**config.mk**
```make
export PLATFORM = sky130hd
export DESIGN_NAME = mem_port_arbiter
export DESIGN_NICKNAME = d
export VERILOG_FILES = /design/src/rtl/mem_port_arbiter.sv
export SDC_FILE = /design/constraint.sdc
export NUM_CORES = 1
export LEC_CHECK = 0
export CELL_PAD_IN_SITES_DETAIL_PLACEMENT = 0
export CELL_PAD_IN_SITES_GLOBAL_PLACEMENT = 1
export CORE_MARGIN = 4
export CORE_UTILIZATION = 12
export DETAILED_ROUTE_END_ITERATION = 7
export PLACE_DENSITY = 0.8
export SYNTH_ARGS = -nofsm -noshare
export SYNTH_HDL_FRONTEND = slang
export SYNTH_SLANG_ARGS = --single-unit
```
**constraint.sdc**
```tcl
create_clock -name clk -period 1.5 [get_ports clk]
set_input_delay 0.3 -clock clk [delete_from_list [all_inputs] [get_ports clk]]
set_output_delay 0.3 -clock clk [all_outputs]
set_load 0.1 [all_outputs]
```
**src/rtl/mem_port_arbiter.sv**
```systemverilog
// Arbitrates a single-port synchronous SRAM between an instruction-fetch port and a
// load/store data port, and steers read data back to the requester that issued it.
module mem_port_arbiter #(
  parameter int ADDR_W     = 32,
  parameter int DATA_W     = 32,
  parameter int RD_LAT     = 1,
  parameter int STARVE_MAX = 4
) (
  input  logic                clk,
  input  logic                rst,
  input  logic                i_req,
  input  logic [ADDR_W-1:0]   i_addr,
  input  logic                i_flush,
  output logic                i_gnt,
  output logic                i_rvalid,
  output logic [DATA_W-1:0]   i_rdata,
  input  logic                d_req,
  input  logic                d_we,
  input  logic [ADDR_W-1:0]   d_addr,
  input  logic [DATA_W-1:0]   d_wdata,
  input  logic [DATA_W/8-1:0] d_wstrb,
  output logic                d_gnt,
  output logic                d_rvalid,
  output logic [DATA_W-1:0]   d_rdata,
  output logic                mem_en,
  output logic [DATA_W/8-1:0] mem_we,
  output logic [ADDR_W-1:0]   mem_addr,
  output logic [DATA_W-1:0]   mem_wdata,
  input  logic [DATA_W-1:0]   mem_rdata,
  output logic [2:0]          starve_cnt_o
);

  logic [2:0]        starve_cnt_reg, starve_cnt_next;
  logic              fetch_prio;
  logic              rd_grant;
  logic [RD_LAT-1:0] pipe_valid_reg, pipe_valid_next;
  logic [RD_LAT-1:0] pipe_owner_reg, pipe_owner_next;
  logic              out_valid;
  logic              out_owner;

  // Data wins by default; fetch takes over once it has waited STARVE_MAX cycles.
  assign fetch_prio = int'(starve_cnt_reg) >= STARVE_MAX;
  assign i_gnt      = i_req & (~d_req | fetch_prio);
  assign d_gnt      = d_req & ~i_gnt;
  assign rd_grant   = i_gnt | (d_gnt & ~d_we);

  always_comb begin
    mem_en    = 1'b0;
    mem_we    = '0;
    mem_addr  = '0;
    mem_wdata = '0;
    if (d_gnt) begin
      mem_en   = 1'b1;
      mem_addr = d_addr;
      if (d_we) begin
        mem_we    = d_wstrb;
        mem_wdata = d_wdata;
      end
    end else if (i_gnt) begin
      mem_en   = 1'b1;
      mem_addr = i_addr;
    end
  end

  always_comb begin
    starve_cnt_next = 3'd0;
    if (i_req && !i_gnt)
      starve_cnt_next = (starve_cnt_reg == 3'd7) ? 3'd7 : starve_cnt_reg + 3'd1;
  end

  // Owner pipe: stage 0 takes the new grant, stage RD_LAT-1 lines up with mem_rdata.
  // A flush kills i-owned entries as they shift, but never the entry pushed this cycle.
  generate
    for (genvar gi = 0; gi < RD_LAT; gi++) begin : g_pipe
      if (gi == 0) begin : g_head
        assign pipe_valid_next[gi] = rd_grant;
        assign pipe_owner_next[gi] = d_gnt;
      end else begin : g_body
        assign pipe_valid_next[gi] = pipe_valid_reg[gi-1] & ~(i_flush & ~pipe_owner_reg[gi-1]);
        assign pipe_owner_next[gi] = pipe_owner_reg[gi-1];
      end
    end
  endgenerate

  always_ff @(posedge clk or posedge rst) begin
    if (rst) begin
      starve_cnt_reg <= 3'd0;
      pipe_valid_reg <= '0;
      pipe_owner_reg <= '0;
    end else begin
      starve_cnt_reg <= starve_cnt_next;
      pipe_valid_reg <= pipe_valid_next;
      pipe_owner_reg <= pipe_owner_next;
    end
  end

  assign out_valid    = pipe_valid_reg[RD_LAT-1];
  assign out_owner    = pipe_owner_reg[RD_LAT-1];
  assign i_rvalid     = out_valid & ~out_owner & ~i_flush;
  assign d_rvalid     = out_valid & out_owner;
  assign i_rdata      = i_rvalid ? mem_rdata : '0;
  assign d_rdata      = d_rvalid ? mem_rdata : '0;
  assign starve_cnt_o = starve_cnt_reg;

endmodule

```
==> results of run 1 <==
-- power by group through the flow --
stage	clock [mW]	combinational, mW	sequential, mW
3_3_place_gp	0	3.02	0.150
4_1_cts	0.448	3.15	0.149
6_report	0.439	3.19	0.150
5_1_grt	0.460	3.28	0.151
3_5_place_dp	0	3.05	0.150
2_1_floorplan	0	1.76	0.168
-- kinds of logic (layout without fill, tap and decap cells) --
kind of cell | after synthesis | in the layout | share of synthesized area
AND/OR/NAND/NOR | 111 | 111 | 0.562
buffers and inverters | 29 | 327 | 0.136
adder cells (fa/ha/maj) | 1 | 1 | 0.00780
flip-flops | 5 | 5 | 0.0780
AO/OA/AOI/OAI | 34 | 34 | 0.217
-- synthesized netlist by cell type, types with 2 or more instances --
| library cell | number |
|---|---|
| clkbuf_1 | 7 |
| a32o_1 | 32 |
| nor3b_1 | 6 |
| buf_2 | 6 |
| nor3b_2 | 30 |
| and2_1 | 35 |
| buf_6 | 13 |
| and3_1 | 35 |
| dfrtp_1 | 5 |
| inv_1 | 2 |
-- timing repair --
| action | CTS | global route |
|---|---|---|
| endpoints found under the setup margin | 137 | 136 |
| gates resized for setup | 30 | 38 |
| cloned | 8 | 4 |
| pin swaps | 6 | 13 |
| buffers inserted | 4 | 1 |
-- area by class of cell --
cell class,count,share of cell area
clock buffer,4,0.0106
inverter,2,0.00101
multi-input combinational,146,0.287
sequential,5,0.0179
tap,172,0.0290
timing repair buffer,321,0.655
-- metal layers --
metal | up-vias | global-route usage
met5 | - | 0
met1 | 1302 | 0.142
met2 | 151 | 0.288
li1 | 1293 | -
met4 | 0 | 0.0256
met3 | 13 | 0.0477
-- worst max-delay path by stage --
stage	start	endpoint	slack [ns]	cells after the start
2_1_floorplan	starve_cnt_o[2]$_DFF_PP0_	mem_wdata[0]	-0.78	4
3_3_place_gp	d_req	mem_addr[27]	-0.53	5
3_5_place_dp	d_req	mem_addr[29]	-0.55	5
4_1_cts	starve_cnt_o[2]$_DFF_PP0_	mem_we[1]	-0.42	4
5_1_grt	starve_cnt_o[2]$_DFF_PP0_	mem_wdata[30]	-0.44	4
6_report	starve_cnt_o[2]$_DFF_PP0_	mem_addr[13]	-0.40	4
-- cell usage in the layout, fill, tap and decap left out --
cell / n
clkbuf_1: 1
dlygate4sd2_1: 2
a22o_1: 1
bufbuf_16: 2
buf_4: 13
and2b_1: 1
clkbuf_16: 6
buf_12: 148
or2_2: 1
nand2_4: 1
a32o_4: 32
dfrtp_4: 1
ha_1: 1
buf_6: 9
and3_1: 2
a21boi_4: 1
and3_4: 32
inv_1: 2
and3_2: 1
buf_8: 4
dfrtp_1: 1
clkdlybuf4s50_1: 133
nand2b_4: 1
nor3b_1: 1
buf_16: 5
nor3b_4: 36
and2_4: 35
dfrtp_2: 3
buf_2: 2
-- state kept, by name, summed over array words and instances (netlist names) --
signal	cells
out_owner	1
starve_cnt_o	3
out_valid	1
-- through the flow --
stage / cells / power [mW] / util / cell area [sq um]
final: 650 / 3.78 / 0.576 / 7420
after global routing: 650 / 3.89 / 0.576 / 7420
after CTS: 646 / 3.75 / 0.560 / 7220
after detailed placement: 630 / 3.20 / 0.529 / 6820
after global placement: 630 / 3.17 / 0.529 / 6820
after floorplan: 180 / 1.92 / - / 2400
==> metrics.txt, run 1 <==
RSZ-0062 raised after global routing true; Final Wtd Congestion 0.762; Reg area 133 sq um; Setup CP Type reg -> out; register area share after synthesis 0.0780; Sink Count 5; Clock Path Buffers 2; wl on met1 4070 um; Mean Syn Cell Area 8.91 sq um; critical path, cell by cell nand2b_4, clkbuf_16, a32o_4, buf_12; min-delay worst type in -> async; # IOs 278; worst hold slack 0.297 ns; routed wire length 12500 um; CTS Buf Count 3; Worst slew margin 0.749; top-area cell type share of the netlist area 0.234; Final Critical Period 1.90 ns; fillcell total 990; chip width 124 um; largest cells by area after synthesis nor3b_2 (23%), a32o_1 (20%), and2_1 (14%); Synth Instances 180; Synth async-reset ratio 1.00; worst reg2reg setup slack 0.26 ns; H-tree depth 1; Setup Skew 0.000857 ns; vias per std cell 4.24; family with the most delay on the worst path flip-flops; Routed WL per cell 19.2 um; Hold Fails Final Rpt 0; max cap viols 0; total number of vias 2759; Flop pwr share 0.040; #FFs+latches synth 5; CP endpoint kind output pin; dpl hpwl 9770 um; Place WS -0.553 ns; layout cells sized above 1 0.697; CTS tree done; Int Power 1.90 mW; status complete, but fails checks; met2 routed WL 7090 um; DR iter-0 viols 65; number of synthesized flops with an enable pin 0; Clock power frac 0.116; routed length on met3 1160 um; later-pin clock latency in the skew report 0.23 ns; Main synth FF type dfrtp_1; initial antenna violation count 0; Synth warnings 0; die area 0.0153 sq mm; Worst path slowest cell dfrtp_4; WP data required 1.20 ns; CP arrival 1.60 ns; FF-to-FF Start starve_cnt_o[2]$_DFF_PP0_; Sw Pwr 1.89 mW; Core Box Area 0.0129 sq mm; crit path buf inv count 2; Leakage Power 2.87 nW; hold buffers post-CTS 0; FP Rows 41; Syn-to-layout area delta 363%; gr ovfl total 0; Nets 618; GRT Total Usage 0.143; reg-to-reg critical path endpoint starve_cnt_o[0]$_DFF_PP0_; largest net degree at the start of global routing 34; worst reg2reg path depth 3; slowest stage delay, CP 0.50 ns; Logic pwr share 0.844; VDD IR-drop max 410 uV; syn_nets 319; Switching Share 0.498; number of diodes 0; crit path launch type register; actual slew at the worst max-slew pin 0.376 ns; top sig layer met4; area of the multi-input gates 0.00213 sq mm; Max Clk Rate 527 MHz; global-route wire length before repair 17100 um; synth unique cells 19; pwr/cell area 510 mW/mm^2; min setup slack post-route -0.399 ns; Port Buffers 277; clk root buf clkbuf_16; worst-path fanout max 6; Mapped Area 0.00160 sq mm; final setup TNS -38.60 ns; post-route ant nets 0; Residual DRC 0; violated checks negative setup slack; Clock transition at path regs 0.03 ns; endpoints failing setup 136; Die Ht 124 um; Tcrit/Tclk final 1.27; Final Max Tran Viols 0; DR pass1 iterations 4; vias in the first global route 3067; area leader, netlist nor3b_2; Initial Util 0.125
Note: power is estimated with default switching activity, not from simulation.
==> run 2: changes to the inputs <==
--- a/config.mk
+++ b/config.mk
@@ -9,3 +9,2 @@
 export CELL_PAD_IN_SITES_GLOBAL_PLACEMENT = 1
-export CORE_MARGIN = 4
 export CORE_UTILIZATION = 12
==> constraint.sdc (replaced) <==
create_clock -name clk -period 1.5 [get_ports clk]
set_input_delay 0.45 -clock clk [delete_from_list [all_inputs] [get_ports clk]]
set_output_delay 0.45 -clock clk [all_outputs]
set_load 0.1 [all_outputs]
==> metrics.txt, run 2 (synthesis gave the netlist of run 1 again) <==
status complete, but fails checks; violated checks negative setup slack; crit path buf inv count 2; Nets 631; Tcrit/Tclk final 1.36; die area 0.0138 sq mm; family with the most delay on the worst path flip-flops; GRT Total Usage 0.163; fillcell total 1025; Design Area, Final 0.00757 sq mm; Port Buffers 277; Hold Fails Final Rpt 0; Critical Path Sink mem_addr[2]; layout cells sized above 1 0.711; routed wire length 11500 um; gr ovfl total 0; Core Box Area 0.0128 sq mm; worst-path fanout max 13; min setup slack post-route -0.545 ns; DR iter-0 viols 42; endpoints failing setup 137; FP Rows 41; hold buffers post-CTS 0; critical path, cell by cell nand2b_4, buf_12, a32o_4, buf_12; Setup Skew 0.000290 ns; Residual DRC 0; vias per std cell 4.21; Clock Path Buffers 2; commonest cells after routing, fill and taps aside buf_12 (152), clkdlybuf4s50_1 (106), nor3b_4 (36), and2_4 (35), and3_4 (33); Largest register FFs 3; largest net degree at the start of global routing 34; RSZ-0062 raised after global routing true; vias in the first global route 3205; area of the multi-input gates 0.00214 sq mm; dpl cells 633; Final Critical Period 2.04 ns; crit path launch type register; GR peak layer met2; worst hold slack 0.451 ns; actual slew at the worst max-slew pin 0.222 ns; met3 usage 0.0431; min-delay worst type in -> async; Post-DP Area 0.00698 sq mm; commonest non-fill, non-tap cell in the layout buf_12; Leakage Power 3.02 nW; Die Ht 118 um; # IOs 278; fin util 0.591; WP data required 1.05 ns; CP endpoint kind output pin; GR Layer Usage met2 0.320; chip width 118 um; Final Wtd Congestion 0.756; Initial Util 0.125; FF-to-FF Start starve_cnt_o[2]$_DFF_PP0_; later-pin clock latency in the skew report 0.22 ns; WP depth 4; total number of vias 2797; CP arrival 1.59 ns; H-tree depth 1; Place WS -0.882 ns; Crit path top cell by count buf_12; initial antenna violation count 1; CTS tree done; VDD IR-drop max 320 uV; Setup CP Type reg -> out; Worst path slowest cell dfrtp_4; Final Max Tran Viols 0; Max Clk Rate 489 MHz; Worst slew margin 0.852; worst reg2reg setup slack 0.20 ns; slowest stage delay, CP 0.50 ns; final setup TNS -56.67 ns; grt met1 use 0.168; reg-to-reg critical path endpoint out_valid$_DFF_PP0_; CTS Buf Count 3; Layout Cells excl Fill 664; max cap viols 0; crit path launch starve_cnt_o[2]$_DFF_PP0_; DR pass1 iterations 4; Reg area 134 sq um; clk root buf clkbuf_16; Routed WL per cell 17.4 um; Sink Count 5; Clock transition at path regs 0.03 ns; pwr/cell area 501 mW/mm^2; worst reg2reg path depth 4; dpl hpwl 9110 um; Syn-to-layout area delta 372%; global-route wire length before repair 17900 um; Final Total Pwr 3.80 mW; post-route ant nets 0
==> run 2: changes by cell type in the layout (fill, tap and decap cells not counted), sizes merged, moves of 5 or more <==
cell and change:
dlygate4sd2 +20, clkdlybuf4s50 -27, dlymetal6s2s +5, buf +15
==> run 2: layout make-up <==
cell class	instances	area share
timing repair buffer	334	0.660
multi-input combinational	146	0.282
sequential	5	0.0177
clock buffer	4	0.0104
tap	172	0.0284
inverter	2	0.000991
antenna	1	0.000330
==> run 2: where the power goes <==
group / internal (mW) / leakage, nW / switching, mW
registers: 0.143 / 0.0574 / 0.00741
clock network: 0.352 / 0.0382 / 0.0828
logic: 1.42 / 2.92 / 1.79
==> run 2: repair_timing <==
item                                    4_1_cts  5_1_grt
gates cloned                                 10        3
gates resized for setup                      76       16
endpoints found under the setup margin      137      138
pin swaps                                    29        7
setup buffers                                 9        9
==> run 2: worst min path at each step <==
stage	startpoint	to	slack (ns)	cells after the start
floorplan	rst	out_owner$_DFF_PP0_	0.23	1
global placement	starve_cnt_o[0]$_DFF_PP0_	starve_cnt_o[0]$_DFF_PP0_	0.48	1
detailed placement	starve_cnt_o[0]$_DFF_PP0_	starve_cnt_o[0]$_DFF_PP0_	0.50	1
CTS	rst	starve_cnt_o[2]$_DFF_PP0_	0.44	2
global route	rst	starve_cnt_o[2]$_DFF_PP0_	0.48	2
finish	rst	starve_cnt_o[2]$_DFF_PP0_	0.45	2
==> run 2: worst reg2reg max path, stage by stage, from the launching register on <==
cell and delay (ns):
dfrtp_4 0.50, nand2b_4 0.20, buf_4 0.15, buf_4 0.13, a22o_1 0.20
==> run 2: metal layers <==
metal  vias to the layer above  routed length, um
li1                       1325                  -
met3                         6                940
met2                       153               6540
met5                         -                  0
met4                         0                 97
met1                      1313               3950
==> run 3: changes to the inputs <==
Settings changed: GPL_TIMING_DRIVEN from default to 0.
==> metrics.txt, run 3 (synthesis gave the netlist of run 1 again) <==
Final Wtd Congestion 0.752; largest net degree at the start of global routing 12; vias in the first global route 3030; Routed WL per cell 17.5 um; worst reg2reg path depth 3; Port Buffers 277; worst-path fanout max 8; global-route wire length before repair 17100 um; reg-to-reg critical path endpoint out_valid$_DFF_PP0_; worst reg2reg setup slack 0.29 ns; Final Max Tran Viols 0; Residual DRC 0; Hold Fails Final Rpt 0; Leakage Power 3.08 nW; clk root buf clkbuf_16; pwr/cell area 502 mW/mm^2; actual slew at the worst max-slew pin 0.514 ns; initial antenna violation count 1; Initial Util 0.125; endpoints failing setup 136; Post-DP Area 0.00551 sq mm; total number of vias 2802; commonest non-fill, non-tap cell in the layout buf_12; FF-to-FF Start starve_cnt_o[2]$_DFF_PP0_; Largest register FFs 3; Sink Count 5; die area 0.0138 sq mm; min setup slack post-route -0.543 ns; Max Clk Rate 489 MHz; Core Box Area 0.0128 sq mm; CP endpoint kind output pin; Nets 625; Die Ht 118 um; Clock Path Buffers 2; final setup TNS -57.25 ns; Setup CP Type reg -> out; CTS tree done; max cap viols 0; min-delay worst type in -> async; routed wire length 11500 um; DR pass1 iterations 4; Setup Skew 0.00109 ns; commonest cells after routing, fill and taps aside buf_12 (142), clkdlybuf4s50_1 (103), nor3b_4 (36), and2_4 (35), and3_4 (33); gr ovfl total 0; Syn-to-layout area delta 364%; RSZ-0062 raised after global routing true; fin util 0.581; Tcrit/Tclk final 1.36; crit path launch type register; later-pin clock latency in the skew report 0.23 ns; H-tree depth 1; vias per std cell 4.26; CP arrival 1.59 ns; chip width 118 um; Design Area, Final 0.00745 sq mm; DR iter-0 viols 86; WP data required 1.05 ns; CTS Buf Count 3; Worst slew margin 0.660; VDD IR-drop max 318 uV; Final Critical Period 2.04 ns; Clock transition at path regs 0.03 ns; worst hold slack 0.435 ns; layout cells sized above 1 0.705; post-route ant nets 0; GRT Total Usage 0.153; FP Rows 41; Final Total Pwr 3.74 mW; # IOs 278; violated checks negative setup slack; dpl hpwl 8310 um; status complete, but fails checks
[run 3: per-stage QoR]
| step | instances | setup slack (ns) |
|---|---|---|
| 2_1_floorplan | 180 | -0.926 |
| 3_3_place_gp | 629 | -2.28 |
| 3_5_place_dp | 629 | -2.30 |
| 4_1_cts | 644 | -0.574 |
| 5_1_grt | 658 | -0.572 |
| 6_report | 658 | -0.543 |
[run 3: area by class of cell]
type | instances | area, sq um
fillers | 999 | 5380
repair buffers | 303 | 4500
multi-input cells | 146 | 2140
plain buffers | 25 | 374
well taps | 172 | 215
flip-flops and latches | 5 | 134
clock buffers | 4 | 78.8
inverters | 2 | 7.51
diodes | 1 | 2.50
[run 3: worst max-delay path, cell delays in order (launching register included)]
cell	delay (ns)
dfrtp_4	0.50
nand2b_4	0.22
buf_4	0.16
a32o_4	0.32
buf_12	0.17
[run 3: how the worst max path moves through the flow]
stage / slack (ns) / end / start / cells past startpoint
after floorplan: -0.93 / mem_wdata[0] / starve_cnt_o[2]$_DFF_PP0_ / 4
after global placement: -2.28 / mem_wdata[12] / d_req / 5
after detailed placement: -2.30 / mem_wdata[12] / d_req / 5
after CTS: -0.57 / mem_addr[22] / starve_cnt_o[2]$_DFF_PP0_ / 4
after global routing: -0.57 / mem_addr[10] / starve_cnt_o[2]$_DFF_PP0_ / 4
final: -0.54 / mem_addr[2] / starve_cnt_o[2]$_DFF_PP0_ / 4
[run 3: repair_timing]
item | CTS | global route
buffers inserted | 11 | 10
gates resized for setup | 1170 | 189
pin swaps | 14 | 30
hold buffers | 0 | 0
endpoints found under the setup margin | 143 | 140
cloned | 2 | 3
hold endpoints to repair | 0 | 0
[run 3: per-layer routing]
metal  track usage  share of wire  vias to the layer above
met5             0              0                        -
met4        0.0361          0.014                        0
met3        0.0315          0.072                       14
met2         0.299           0.57                      159
met1         0.164           0.35                     1330
li1              -              -                     1299
[run 3: power breakdown]
part | switching [mW] | internal (mW) | total [mW]
registers | 0.00741 | 0.143 | 0.150
clock network | 0.0824 | 0.352 | 0.434
logic | 1.78 | 1.37 | 3.15
total | 1.87 | 1.86 | 3.74
